===== config.mk =====
export PLATFORM = sky130hd
export DESIGN_NAME = pwm_capture_flat
export DESIGN_NICKNAME = d
export VERILOG_FILES = /design/src/rtl/pwm_pkg.sv /design/src/rtl/pwm_capture_if.sv /design/src/rtl/pwm_sync_filt.sv /design/src/rtl/pwm_capture.sv /design/src/flat_wrapper.sv
export SDC_FILE = /design/constraint.sdc
export NUM_CORES = 1
export LEC_CHECK = 0
export CORE_MARGIN = 2
export CORE_UTILIZATION = 58
export CTS_CLUSTER_DIAMETER = 100
export DETAILED_ROUTE_END_ITERATION = 8
export GPL_TIMING_DRIVEN = 0
export PLACE_DENSITY = 0.85
export SLEW_MARGIN = 20
export SYNTH_ARGS = -nofsm -noshare
export SYNTH_HDL_FRONTEND = slang
export SYNTH_SLANG_ARGS = --single-unit

===== constraint.sdc =====
create_clock -name clk -period 2.4 [get_ports clk]
set_input_delay 0.48 -clock clk [delete_from_list [all_inputs] [get_ports clk]]
set_output_delay 0.48 -clock clk [all_outputs]
set_load 0.05 [all_outputs]

===== src/rtl/pwm_pkg.sv =====
// pwm_pkg: constants and FSM encoding shared by the PWM generator and capture blocks.
package pwm_pkg;

    localparam int PWM_WIDTH   = 10;
    localparam int PWM_TIMEOUT = 2048;

    typedef enum logic [1:0] {
        IDLE = 2'd0,
        HIGH = 2'd1,
        LOW  = 2'd2
    } pwm_state_e;

endpackage


===== src/rtl/pwm_capture_if.sv =====
// pwm_capture_if: PWM input and measurement results of the capture block.
// master = the side driving pwm_in, slave = the capture block itself.
interface pwm_capture_if
    import pwm_pkg::*;
#(
    parameter int WIDTH = PWM_WIDTH
) ();

    logic             pwm_in;
    logic [WIDTH-1:0] duty_out;
    logic [WIDTH-1:0] period_out;
    logic             duty_vld;
    logic             stuck;
    logic             stuck_lvl;

    modport master (
        output pwm_in,
        input  duty_out,
        input  period_out,
        input  duty_vld,
        input  stuck,
        input  stuck_lvl
    );

    modport slave (
        input  pwm_in,
        output duty_out,
        output period_out,
        output duty_vld,
        output stuck,
        output stuck_lvl
    );

endinterface


===== src/rtl/pwm_sync_filt.sv =====
// pwm_sync_filt: synchronizes the asynchronous PWM input, optionally filters
// glitches, and produces one-cycle rise/fall pulses.
// Optional feature macro: PWM_CAPTURE_FILTER_EN. When defined, the level only
// changes after 3 identical consecutive samples (both edges delayed by 2 cycles).
module pwm_sync_filt #(
    parameter int SYNC_STAGES = 2
) (
    input  logic clk,
    input  logic rst,
    input  logic pwm_in,
    output logic pwm_s,
    output logic rise,
    output logic fall
);

    logic [SYNC_STAGES-1:0] sync_r;
    logic                   raw_s;
    logic                   pwm_d_r;

    // Shift the asynchronous input through the synchronizer chain.
    always_ff @(posedge clk) begin
        if (rst) begin
            sync_r <= {SYNC_STAGES{1'b0}};
        end else begin
            sync_r <= {sync_r[SYNC_STAGES-2:0], pwm_in};
        end
    end

    assign raw_s = sync_r[SYNC_STAGES-1];

`ifdef PWM_CAPTURE_FILTER_EN
    logic [1:0] hist_r;
    logic       filt_r;
    logic       filt_s;

    // Accept a new level only when the current and two previous samples agree.
    always_comb begin
        filt_s = filt_r;
        if ((raw_s == hist_r[0]) && (raw_s == hist_r[1])) begin
            filt_s = raw_s;
        end else begin
            filt_s = filt_r;
        end
    end

    // Keep the two-sample history and the last accepted level.
    always_ff @(posedge clk) begin
        if (rst) begin
            hist_r <= 2'b00;
            filt_r <= 1'b0;
        end else begin
            hist_r <= {hist_r[0], raw_s};
            filt_r <= filt_s;
        end
    end

    assign pwm_s = filt_s;
`else
    assign pwm_s = raw_s;
`endif

    // Delayed copy of the level for edge detection.
    always_ff @(posedge clk) begin
        if (rst) begin
            pwm_d_r <= 1'b0;
        end else begin
            pwm_d_r <= pwm_s;
        end
    end

    assign rise = pwm_s & ~pwm_d_r;
    assign fall = ~pwm_s & pwm_d_r;

endmodule


===== src/rtl/pwm_capture.sv =====
// pwm_capture: measures high time and period of an asynchronous PWM input in
// clk cycles and reports them as (count - 1), the same encoding pwm_gen uses.
// A missing edge for TIMEOUT cycles flags the input as stuck.
// Optional feature macro: PWM_CAPTURE_FILTER_EN (glitch filter in pwm_sync_filt).
module pwm_capture
    import pwm_pkg::*;
#(
    parameter int WIDTH       = PWM_WIDTH,
    parameter int SYNC_STAGES = 2,
    parameter int TIMEOUT     = PWM_TIMEOUT
) (
    input  logic         clk,
    input  logic         rst,
    pwm_capture_if.slave bus
);

    localparam int              CW        = WIDTH + 2;
    localparam int              IW        = $clog2(TIMEOUT + 1);
    localparam logic [IW-1:0]   IDLE_LAST = IW'(TIMEOUT - 1);
    localparam logic [IW-1:0]   IDLE_FULL = IW'(TIMEOUT);
    localparam logic [IW-1:0]   IDLE_ONE  = IW'(1);
    localparam logic [CW-1:0]   CNT_ONE   = CW'(1);

    logic          pwm_s;
    logic          rise_s;
    logic          fall_s;
    logic          edge_s;
    logic          timeout_s;
    logic          latch_s;
    pwm_state_e    state_r;
    pwm_state_e    state_nxt_s;
    logic [CW-1:0] hi_cnt_r;
    logic [CW-1:0] per_cnt_r;
    logic [IW-1:0] idle_cnt_r;

    function automatic logic [CW-1:0] sat_inc(input logic [CW-1:0] v);
        logic [CW-1:0] r;
        if (v == {CW{1'b1}}) begin
            r = v;
        end else begin
            r = v + CNT_ONE;
        end
        return r;
    endfunction

    // Count minus one, clamped to the output range.
    function automatic logic [WIDTH-1:0] clamp_dec(input logic [CW-1:0] v);
        logic [CW-1:0]    d;
        logic [WIDTH-1:0] r;
        if (v == {CW{1'b0}}) begin
            d = {CW{1'b0}};
        end else begin
            d = v - CNT_ONE;
        end
        if (d[CW-1:WIDTH] != {(CW-WIDTH){1'b0}}) begin
            r = {WIDTH{1'b1}};
        end else begin
            r = d[WIDTH-1:0];
        end
        return r;
    endfunction

    pwm_sync_filt #(
        .SYNC_STAGES (SYNC_STAGES)
    ) u_sync (
        .clk    (clk),
        .rst    (rst),
        .pwm_in (bus.pwm_in),
        .pwm_s  (pwm_s),
        .rise   (rise_s),
        .fall   (fall_s)
    );

    // An edge on the same cycle as the timeout wins, so no stuck is raised.
    assign edge_s    = rise_s | fall_s;
    assign timeout_s = ~edge_s & ~bus.stuck & (idle_cnt_r == IDLE_LAST);
    assign latch_s   = (state_r == LOW) & rise_s;

    // Next-state logic: a timeout always returns to IDLE.
    always_comb begin
        state_nxt_s = state_r;
        if (timeout_s) begin
            state_nxt_s = IDLE;
        end else begin
            case (state_r)
                IDLE:    if (rise_s) state_nxt_s = HIGH; else state_nxt_s = IDLE;
                HIGH:    if (fall_s) state_nxt_s = LOW;  else state_nxt_s = HIGH;
                LOW:     if (rise_s) state_nxt_s = HIGH; else state_nxt_s = LOW;
                default: state_nxt_s = IDLE;
            endcase
        end
    end

    // FSM state register.
    always_ff @(posedge clk) begin
        if (rst) begin
            state_r <= IDLE;
        end else begin
            state_r <= state_nxt_s;
        end
    end

    // High-time and period counters; the rise cycle is cycle 1 of a new period.
    always_ff @(posedge clk) begin
        if (rst) begin
            hi_cnt_r  <= {CW{1'b0}};
            per_cnt_r <= {CW{1'b0}};
        end else begin
            case (state_r)
                IDLE, LOW: begin
                    if (rise_s) begin
                        hi_cnt_r  <= CNT_ONE;
                        per_cnt_r <= CNT_ONE;
                    end else begin
                        hi_cnt_r  <= hi_cnt_r;
                        per_cnt_r <= (state_r == LOW) ? sat_inc(per_cnt_r) : per_cnt_r;
                    end
                end
                HIGH: begin
                    per_cnt_r <= sat_inc(per_cnt_r);
                    hi_cnt_r  <= fall_s ? hi_cnt_r : sat_inc(hi_cnt_r);
                end
                default: begin
                    hi_cnt_r  <= {CW{1'b0}};
                    per_cnt_r <= {CW{1'b0}};
                end
            endcase
        end
    end

    // Cycles since the last edge; parks at TIMEOUT while stuck.
    always_ff @(posedge clk) begin
        if (rst) begin
            idle_cnt_r <= {IW{1'b0}};
        end else if (edge_s) begin
            idle_cnt_r <= {IW{1'b0}};
        end else if (timeout_s || bus.stuck) begin
            idle_cnt_r <= IDLE_FULL;
        end else begin
            idle_cnt_r <= idle_cnt_r + IDLE_ONE;
        end
    end

    // Measurement outputs, valid pulse and stuck reporting.
    always_ff @(posedge clk) begin
        if (rst) begin
            bus.duty_out   <= {WIDTH{1'b0}};
            bus.period_out <= {WIDTH{1'b0}};
            bus.duty_vld   <= 1'b0;
            bus.stuck      <= 1'b0;
            bus.stuck_lvl  <= 1'b0;
        end else if (timeout_s) begin
            bus.duty_out   <= pwm_s ? {WIDTH{1'b1}} : {WIDTH{1'b0}};
            bus.period_out <= {WIDTH{1'b1}};
            bus.duty_vld   <= 1'b1;
            bus.stuck      <= 1'b1;
            bus.stuck_lvl  <= pwm_s;
        end else begin
            bus.duty_vld <= latch_s;
            if (latch_s) begin
                bus.duty_out   <= clamp_dec(hi_cnt_r);
                bus.period_out <= clamp_dec(per_cnt_r);
            end else begin
                bus.duty_out   <= bus.duty_out;
                bus.period_out <= bus.period_out;
            end
            if (edge_s) begin
                bus.stuck     <= 1'b0;
                bus.stuck_lvl <= 1'b0;
            end else begin
                bus.stuck     <= bus.stuck;
                bus.stuck_lvl <= bus.stuck_lvl;
            end
        end
    end

endmodule


===== src/flat_wrapper.sv =====
// flat-port wrapper written by rule: the top's interface ports become plain ports
module pwm_capture_flat import pwm_pkg::*;
#(
    parameter int WIDTH       = PWM_WIDTH,
    parameter int SYNC_STAGES = 2,
    parameter int TIMEOUT     = PWM_TIMEOUT
)
  (clk, rst, bus_pwm_in, bus_duty_out, bus_period_out, bus_duty_vld, bus_stuck, bus_stuck_lvl);
  pwm_capture_if #(.WIDTH(WIDTH)) bus_i ();
  input  logic clk;
  input  logic rst;
  input wire logic [$bits(bus_i.pwm_in)-1:0] bus_pwm_in;
  output wire logic [$bits(bus_i.duty_out)-1:0] bus_duty_out;
  output wire logic [$bits(bus_i.period_out)-1:0] bus_period_out;
  output wire logic [$bits(bus_i.duty_vld)-1:0] bus_duty_vld;
  output wire logic [$bits(bus_i.stuck)-1:0] bus_stuck;
  output wire logic [$bits(bus_i.stuck_lvl)-1:0] bus_stuck_lvl;
  assign bus_i.pwm_in = bus_pwm_in;
  assign bus_duty_out = bus_i.duty_out;
  assign bus_period_out = bus_i.period_out;
  assign bus_duty_vld = bus_i.duty_vld;
  assign bus_stuck = bus_i.stuck;
  assign bus_stuck_lvl = bus_i.stuck_lvl;
  pwm_capture #(.WIDTH(WIDTH), .SYNC_STAGES(SYNC_STAGES), .TIMEOUT(TIMEOUT)) u_core (.clk(clk), .rst(rst), .bus(bus_i));
endmodule

==> impl_metrics.json <==
{
  "yosysTopAreaCellShare_pct": 37.29,
  "skew_ns": 0.008388,
  "finalWorstPathRequiredPeriod_ns": 2.335,
  "worst_ep_arrival_time_ns": 2.59,
  "asyncSetResetFlopFracSynth_pct": 0,
  "grt_pass1_vias": 2977,
  "gr-usage-all-layers_pct": 25.84,
  "layout.nets": 459,
  "critPathMaxFanout": 10,
  "wl_met3_um": 409,
  "fin_crit_sh_pct": 97.29,
  "area.growth.synth_to_final_pct": 17.30,
  "worst_path_max_delay_cell": "sky130_fd_sc_hd__or3b_4",
  "wl_um": 7924,
  "cpLargestDelayFamily": "simple AND/OR/NAND/NOR gates",
  "synthesis.yosys.warnings": 0,
  "die_width_um": 80.97,
  "met1Wirelength_um": 3557,
  "tritoncts.num_buffers": 9,
  "ant_diodes": 0,
  "global_route_total_overflow": 0,
  "clkSlewWorstSetupHoldPaths_ns": 0.07,
  "num_vias": 3126,
  "gpl.final_weighted_congestion": 0.8985,
  "synth-main-ff-cell": "sky130_fd_sc_hd__dfxtp_1",
  "setup.worst_path.class": "flop to flop",
  "final-max-slew-violation-count": 0,
  "hold_path_class": "flop to flop",
  "die-area_um2": 6555,
  "crit_path_cell_trace": "inv_1 -> ha_4 -> or3b_4 -> nor4_4 -> buf_4 -> nor2_2 -> a311o_1 -> buf_6 -> a311oi_2",
  "clockRootBuffer": "sky130_fd_sc_hd__clkbuf_8",
  "core_region_area_um2": 5816,
  "setup_viol": 0,
  "port_buffers": 25,
  "viasPerCell": 5.909,
  "clock_sinks": 64,
  "netlist.top_cell.by_area": "sky130_fd_sc_hd__dfxtp_1",
  "die-height_um": 80.97,
  "largest_net_degree_at_the_start_of_global_routing": 11,
  "drt-initial-drc-count": 219,
  "routed_wire_length_per_instance_um": 14.98,
  "startpoint_type": "flop",
  "number_of_fill_cells": 468,
  "setup_total_negative_slack_ns": 0,
  "layout_commonest_cell": "sky130_fd_sc_hd__dfxtp_1",
  "cap_violations": 0,
  "worst_r2r_path_depth": 9,
  "synthDistinctLibCells": 64,
  "max_slew_margin_pct": 50.74,
  "biggest_area_contributors_in_the_synthesized_netlist": "sky130_fd_sc_hd__dfxtp_1 37%, sky130_fd_sc_hd__nor2_1 6.9%, sky130_fd_sc_hd__xnor2_1 3.8%, sky130_fd_sc_hd__a211oi_2 3.3%, sky130_fd_sc_hd__xor2_1 3.1%",
  "grt_pass1_wl_um": 13320,
  "ios": 26,
  "detailedRoute.firstPassIterationCount": 4,
  "timing.hold.ws_ns": 0.4404,
  "powerDensity_nw_per_um2": 548.7,
  "clock_tree.htree_level_count": 3,
  "timing.critical_path.buf_inv": 3,
  "ys_ff_latch": 64,
  "drcViolationCount": 0,
  "timing.critical_path.depth": 9,
  "insertion_delay_ns": 0.35,
  "topRoutingLayerUsed": "met4",
  "preCtsSetupSlack_ns": 0.05567,
  "mostFrequentLayoutCells": "64 x sky130_fd_sc_hd__dfxtp_1, 62 x sky130_fd_sc_hd__nor2_1, 26 x sky130_fd_sc_hd__nand2_1",
  "synthesis.instances": 410,
  "place.detailed.hpwl_um": 5540,
  "ant_nets": 0,
  "number_of_flops_mapped_to_enable_cells_by_yosys": 0,
  "report.final.hold_viol_count": 0,
  "worst_slew_pin_slew_ns": 0.7287,
  "timing.critical_path.slowest_cell_delay_ns": 0.39,
  "number_of_hold_buffers_added_after_cts": 0,
  "max_freq_mhz": 428.3,
  "avgSynthCellArea_um2": 8.380,
  "critical_path_required_ns": 2.65,
  "setup_ws_ns": 0.06502,
  "synth_nets": 420,
  "met2WireLength_um": 3842,
  "syn-cell-area_um2": 3436,
  "setup.worst_path.end_class": "flop",
  "run_status": "finished, final reports clean",
  "initial_core_utilization_pct": 59.08,
  "fp-row-count": 28,
  "finished_layout_cell_area_um2": 4030,
  "layout-drive-gt1-share_pct": 13.00,
  "placed_instance_area_um2": 3780,
  "grt_antenna_before_repair": 0,
  "largest_voltage_drop_on_the_vdd_net_uv": 354.5,
  "ys_seq_area_share_pct": 37.29,
  "worst_hold_path_depth": 1,
  "cts_tree": "built",
  "power_leakage_uw": 0.001440,
  "ctsLongestPathBuffers": 2
}
[flip-flops by register name (all words and copies together) (netlist names)]
| register | cells |
|---|---|
| u_core.u_sync.sync_r | 2 |
| u_core.idle_cnt_r | 12 |
| u_core.hi_cnt_r | 12 |
| u_core.per_cnt_r | 12 |
| u_core.bus.duty_vld | 1 |
| u_core.bus.stuck_lvl | 1 |
| u_core.u_sync.pwm_d_r | 1 |
| u_core.bus.stuck | 1 |
| u_core.bus.duty_out | 10 |
| u_core.bus.period_out | 10 |
| u_core.state_r | 2 |
[what timing repair did]
item	in CTS	in global routing
gates resized for setup	0	7
endpoints found under the hold margin	0	0
setup buffers	0	3
endpoints found under the setup margin	0	14
[path summary, 6_finish.rpt]
check | start | to | slack (ns)
worst max register to register | u_core.u_sync.pwm_d_r$_SDFF_PP0_ | u_core.bus.duty_out[3]$_SDFFE_PP0P_ | 0.07
worst min-delay path | u_core.idle_cnt_r[0]$_SDFF_PP0_ | u_core.idle_cnt_r[0]$_SDFF_PP0_ | 0.44
worst max-delay path | u_core.u_sync.pwm_d_r$_SDFF_PP0_ | u_core.bus.duty_out[3]$_SDFFE_PP0P_ | 0.07
worst min register to register | u_core.idle_cnt_r[0]$_SDFF_PP0_ | u_core.idle_cnt_r[0]$_SDFF_PP0_ | 0.44
[power by group]
part	switching, uW	leakage (uW)	internal [uW]
sequential	12.7	0.000517	1070
clock	410	0.000103	534
combinational	113	0.000820	68.4
total	536	0.00144	1680
[cell type report]
type	count	area (um^2)	area share, %
multi-input cells	308	1992	49.43
flip-flops and latches	64	1281	31.79
repair buffers	28	272.8	6.768
clock buffers	13	158.9	3.943
plain buffers	29	157.7	3.912
well taps	75	93.84	2.328
clock inverters	3	40.04	0.9935
inverters	9	33.78	0.8382
[kinds of logic after synthesis]
logic type | Yosys count | synth area share, %
compound gates | 92 | 20.25
xor+xnor | 27 | 6.883
fa+ha+maj | 7 | 2.549
buf+inv | 38 | 5.317
flops | 64 | 37.29
mux | 2 | 0.5827
simple gates | 180 | 27.13
[synth_stat cells (7+ instances only)]
cell	count
sky130_fd_sc_hd__dfxtp_1	64
sky130_fd_sc_hd__nor2_1	63
sky130_fd_sc_hd__nand2_1	26
sky130_fd_sc_hd__a21oi_1	18
sky130_fd_sc_hd__nand3_1	17
sky130_fd_sc_hd__o21ai_0	15
sky130_fd_sc_hd__xnor2_1	15
sky130_fd_sc_hd__clkbuf_1	13
sky130_fd_sc_hd__nor3_1	12
sky130_fd_sc_hd__xor2_1	12
sky130_fd_sc_hd__buf_2	10
sky130_fd_sc_hd__a211oi_2	9
sky130_fd_sc_hd__inv_1	9
sky130_fd_sc_hd__a211oi_1	8
sky130_fd_sc_hd__nand4_1	8
sky130_fd_sc_hd__and3_1	7
sky130_fd_sc_hd__ha_1	7
[worst register-to-register path: stages (launching register included)]
cell                       delay, ns
sky130_fd_sc_hd__dfxtp_1        0.34
sky130_fd_sc_hd__inv_1          0.07
sky130_fd_sc_hd__ha_4           0.27
sky130_fd_sc_hd__or3b_4         0.39
sky130_fd_sc_hd__nor4_4         0.28
sky130_fd_sc_hd__buf_4          0.19
sky130_fd_sc_hd__nor2_2         0.07
sky130_fd_sc_hd__a311o_1        0.28
sky130_fd_sc_hd__buf_6          0.16
sky130_fd_sc_hd__a311oi_2       0.20
[layer usage]
| layer | track usage [%] | vias to the layer above |
|---|---|---|
| met4 | 10.34 | 0 |
| met3 | 4.000 | 10 |
| met5 | 0 | - |
| met1 | 32.25 | 1454 |
| li1 | - | 1562 |
| met2 | 44.55 | 100 |
[through the flow]
stage,power (uW),utilization (%),instances
final,2211,69.30,529
after global routing,2274,69.30,529
after global placement,1280,65.00,510
after CTS,2212,68.42,526
after detailed placement,1284,65.00,510
after floorplan,1242,-,410
No activity file was read; power rests on OpenSTA's default activity.
==> RTL edit (config.mk and constraints unchanged) <==
The package constant `PWM_TIMEOUT` goes from 2048 to 512.
--- a/src/rtl/pwm_pkg.sv
+++ b/src/rtl/pwm_pkg.sv
@@ -3,5 +3,5 @@
 
     localparam int PWM_WIDTH   = 10;
-    localparam int PWM_TIMEOUT = 2048;
+    localparam int PWM_TIMEOUT = 512;
 
     typedef enum logic [1:0] {
Behaviour: no difference found for any inputs over 10 cycles, from zero or initial values and one cycle with rst high; that may be too few to reach the edited logic, so the function may still have changed.
==> RTL edit against the unedited design <==
  * Cell area decreased by 2.6%
  * Die area decreased by 5.0%
  * Setup slack worse by 0.052 ns
  * First-iteration DRC count shrank 15%
  * Fmax fell by 2.2%
  * Wire length down 5.2%
  * Area after synthesis down 5.2%
  * Power rose by 4.0%
  * Sequential cell count is 2 lower
  * Combinational power is 5% higher
  * Synthesized cell count decreased by 4.4%
  * Critical path type unchanged
  * Critical endpoint is now u_core.bus.duty_out[8]$_SDFFE_PP0P_
  * Highest routed layer unchanged
==> RTL edit: results (changes against the unedited design) <==
Synthesis
  • Share of synthesized area spent on multiplexers: 0% (was 0.583%)
  • Parity-gate share of the synthesized area counting xor and xnor cells: 6.99% (was 6.88%)
  • Cell count after synthesis: 392 (was 410)
  • Synth Area in Compound Gates: 15.9% (was 20.2%)
  • Most used standard cells in the synthesized netlist: sky130_fd_sc_hd__nor2_1, sky130_fd_sc_hd__dfxtp_1, sky130_fd_sc_hd__nand2_1 (was sky130_fd_sc_hd__dfxtp_1, sky130_fd_sc_hd__nor2_1, sky130_fd_sc_hd__nand2_1)
  • Mapped Nets: 402 (was 420)
  • Number of distinct library cell variants in the gate-level netlist after synthesis: 53 (was 64)
  • Share of synthesized cell area in full adder, half adder and majority cells: 2.69% (was 2.55%)
  • Dominant cells by area after synthesis: sky130_fd_sc_hd__dfxtp_1, sky130_fd_sc_hd__nor2_1, sky130_fd_sc_hd__a211oi_1 (was sky130_fd_sc_hd__dfxtp_1, sky130_fd_sc_hd__nor2_1, sky130_fd_sc_hd__xnor2_1)
  • Part of the Yosys area used for sequential elements: 38.1% (was 37.3%)

Power and ir drop
  • Clk pwr share: 46.0% (was 42.7%)
  • Internal power of the cells: 0.00178 W (was 0.00168 W)
  • Leak: 1.40 nW (was 1.44 nW)
  • Peak ir drop on the vdd network: 0.360 mV (was 0.355 mV)
  • Sw frac: 22.4% (was 24.2%)

Route
  • Met3 wire length: 510 µm (was 409 µm)
  • Met1 Routed Length: 3270 µm (was 3560 µm)
  • Via count: 3055 (was 3126)
  • Drt total wl: 7510 µm (was 7920 µm)
  • Mean number of vias per cell: 5.99 (was 5.91)
  • Met2 routed WL: 3560 µm (was 3840 µm)

Placement
  • PortBufs: 24 (was 25)
  • Placer's final routability congestion estimate: 0.903 (was 0.899)
  • Inst Count DP: 488 (was 510)

CTS
  • Post-CTS Setup Bufs: 4 (was 0)
  • Number of gates resized after cts: 2 (was 0)

Worst setup path
  • Crit Path Max Fanout: 6 (was 10)
  • Worst r2r path cells: 8 (was 9)
  • Reg2reg end: u_core.bus.duty_out[8]$_SDFFE_PP0P_ (was u_core.bus.duty_out[3]$_SDFFE_PP0P_)
  • Worst R2R Setup Slack: 0.01 ns (was 0.07 ns)

GRT
  • Global-route wire length before repair: 12400 µm (was 13300 µm)
  • Initial antenna violation count: 0 (unchanged)
  • Vias in the first global route: 2834 (was 2977)
  • Total global routing track utilization: 25.0% (was 25.8%)

Outcome
  • Outcome: completed (unchanged)

Finish
  • Final #Nets: 443 (was 459)
  • Ratio of cells with drive above 1 in the final layout: 12.8% (was 13.0%)
  • Biggest registers after layout: u_core.hi_cnt_r (12), u_core.per_cnt_r (12) (was u_core.hi_cnt_r (12), u_core.idle_cnt_r (12), u_core.per_cnt_r (12))

Timing
  • Clock tree skew after final layout: 0.0101 ns (was 0.00839 ns)

Min path
  • Worst hold path startpoint: u_core.u_sync.sync_r[0]$_SDFF_PP0_ (was u_core.idle_cnt_r[0]$_SDFF_PP0_)
==> RTL edit: cell count changes in the layout (fill, tap and decap cells not counted), sizes merged, moves of 4 or more <==
cell   before  now
inv         9   14
nor3       13   18
o21ai      17   11
or4         5    9
==> RTL edit: how the worst max path moves through the flow <==
stage                                      from                                    end  slack [ns]
2_1_floorplan  u_core.per_cnt_r[0]$_SDFFE_PP0P_  u_core.bus.period_out[6]$_SDFFE_PP0P_        0.10
3_3_place_gp   u_core.per_cnt_r[0]$_SDFFE_PP0P_  u_core.bus.period_out[7]$_SDFFE_PP0P_       -0.11
3_5_place_dp   u_core.per_cnt_r[0]$_SDFFE_PP0P_  u_core.bus.period_out[7]$_SDFFE_PP0P_       -0.15
4_1_cts        u_core.per_cnt_r[0]$_SDFFE_PP0P_  u_core.bus.period_out[8]$_SDFFE_PP0P_        0.02
5_1_grt        u_core.u_sync.pwm_d_r$_SDFF_PP0_    u_core.bus.duty_out[8]$_SDFFE_PP0P_       -0.08
6_report       u_core.u_sync.pwm_d_r$_SDFF_PP0_    u_core.bus.duty_out[8]$_SDFFE_PP0P_        0.01
==> RTL edit: critical path, cell delays in order, from the launching register on <==
cell                       delay, ns
sky130_fd_sc_hd__dfxtp_1        0.33
sky130_fd_sc_hd__inv_1          0.05
sky130_fd_sc_hd__ha_1           0.31
sky130_fd_sc_hd__or3b_4         0.40
sky130_fd_sc_hd__nor4_4         0.16
sky130_fd_sc_hd__buf_6          0.16
sky130_fd_sc_hd__nor2_1         0.09
sky130_fd_sc_hd__a311o_2        0.47
sky130_fd_sc_hd__a211oi_1       0.31
==> RTL edit: layout make-up <==
class / count / area, µm² / area share (%)
multi-input cells: 289 / 1880 / 47.8
well taps: 72 / 90.1 / 2.30
plain buffers: 27 / 135 / 3.44
repair buffers: 30 / 293 / 7.46
inverters: 14 / 52.6 / 1.34
clock buffers: 13 / 169 / 4.30
clock inverters: 3 / 65.1 / 1.66
flip-flops and latches: 62 / 1240 / 31.7
==> RTL edit: stage by stage <==
stage | instance area [µm²] | worst slack [ns] | hold WS (ns) | setup TNS, ns
6_report | 3930 | 0.0128 | 0.434 | 0
4_1_cts | 3850 | 0.0230 | 0.443 | 0
3_5_place_dp | 3590 | -0.147 | 0.433 | -1.92
3_3_place_gp | 3590 | -0.110 | 0.417 | -1.18
5_1_grt | 3930 | -0.0771 | 0.456 | -0.108
2_1_floorplan | 3260 | 0.102 | 0.414 | 0
==> RTL edit: routing by layer <==
metal | up-vias | track usage (%)
met3 | 26 | 6.70
met4 | 0 | 9.14
met2 | 127 | 40.8
met5 | - | 0
met1 | 1417 | 31.8
li1 | 1485 | -
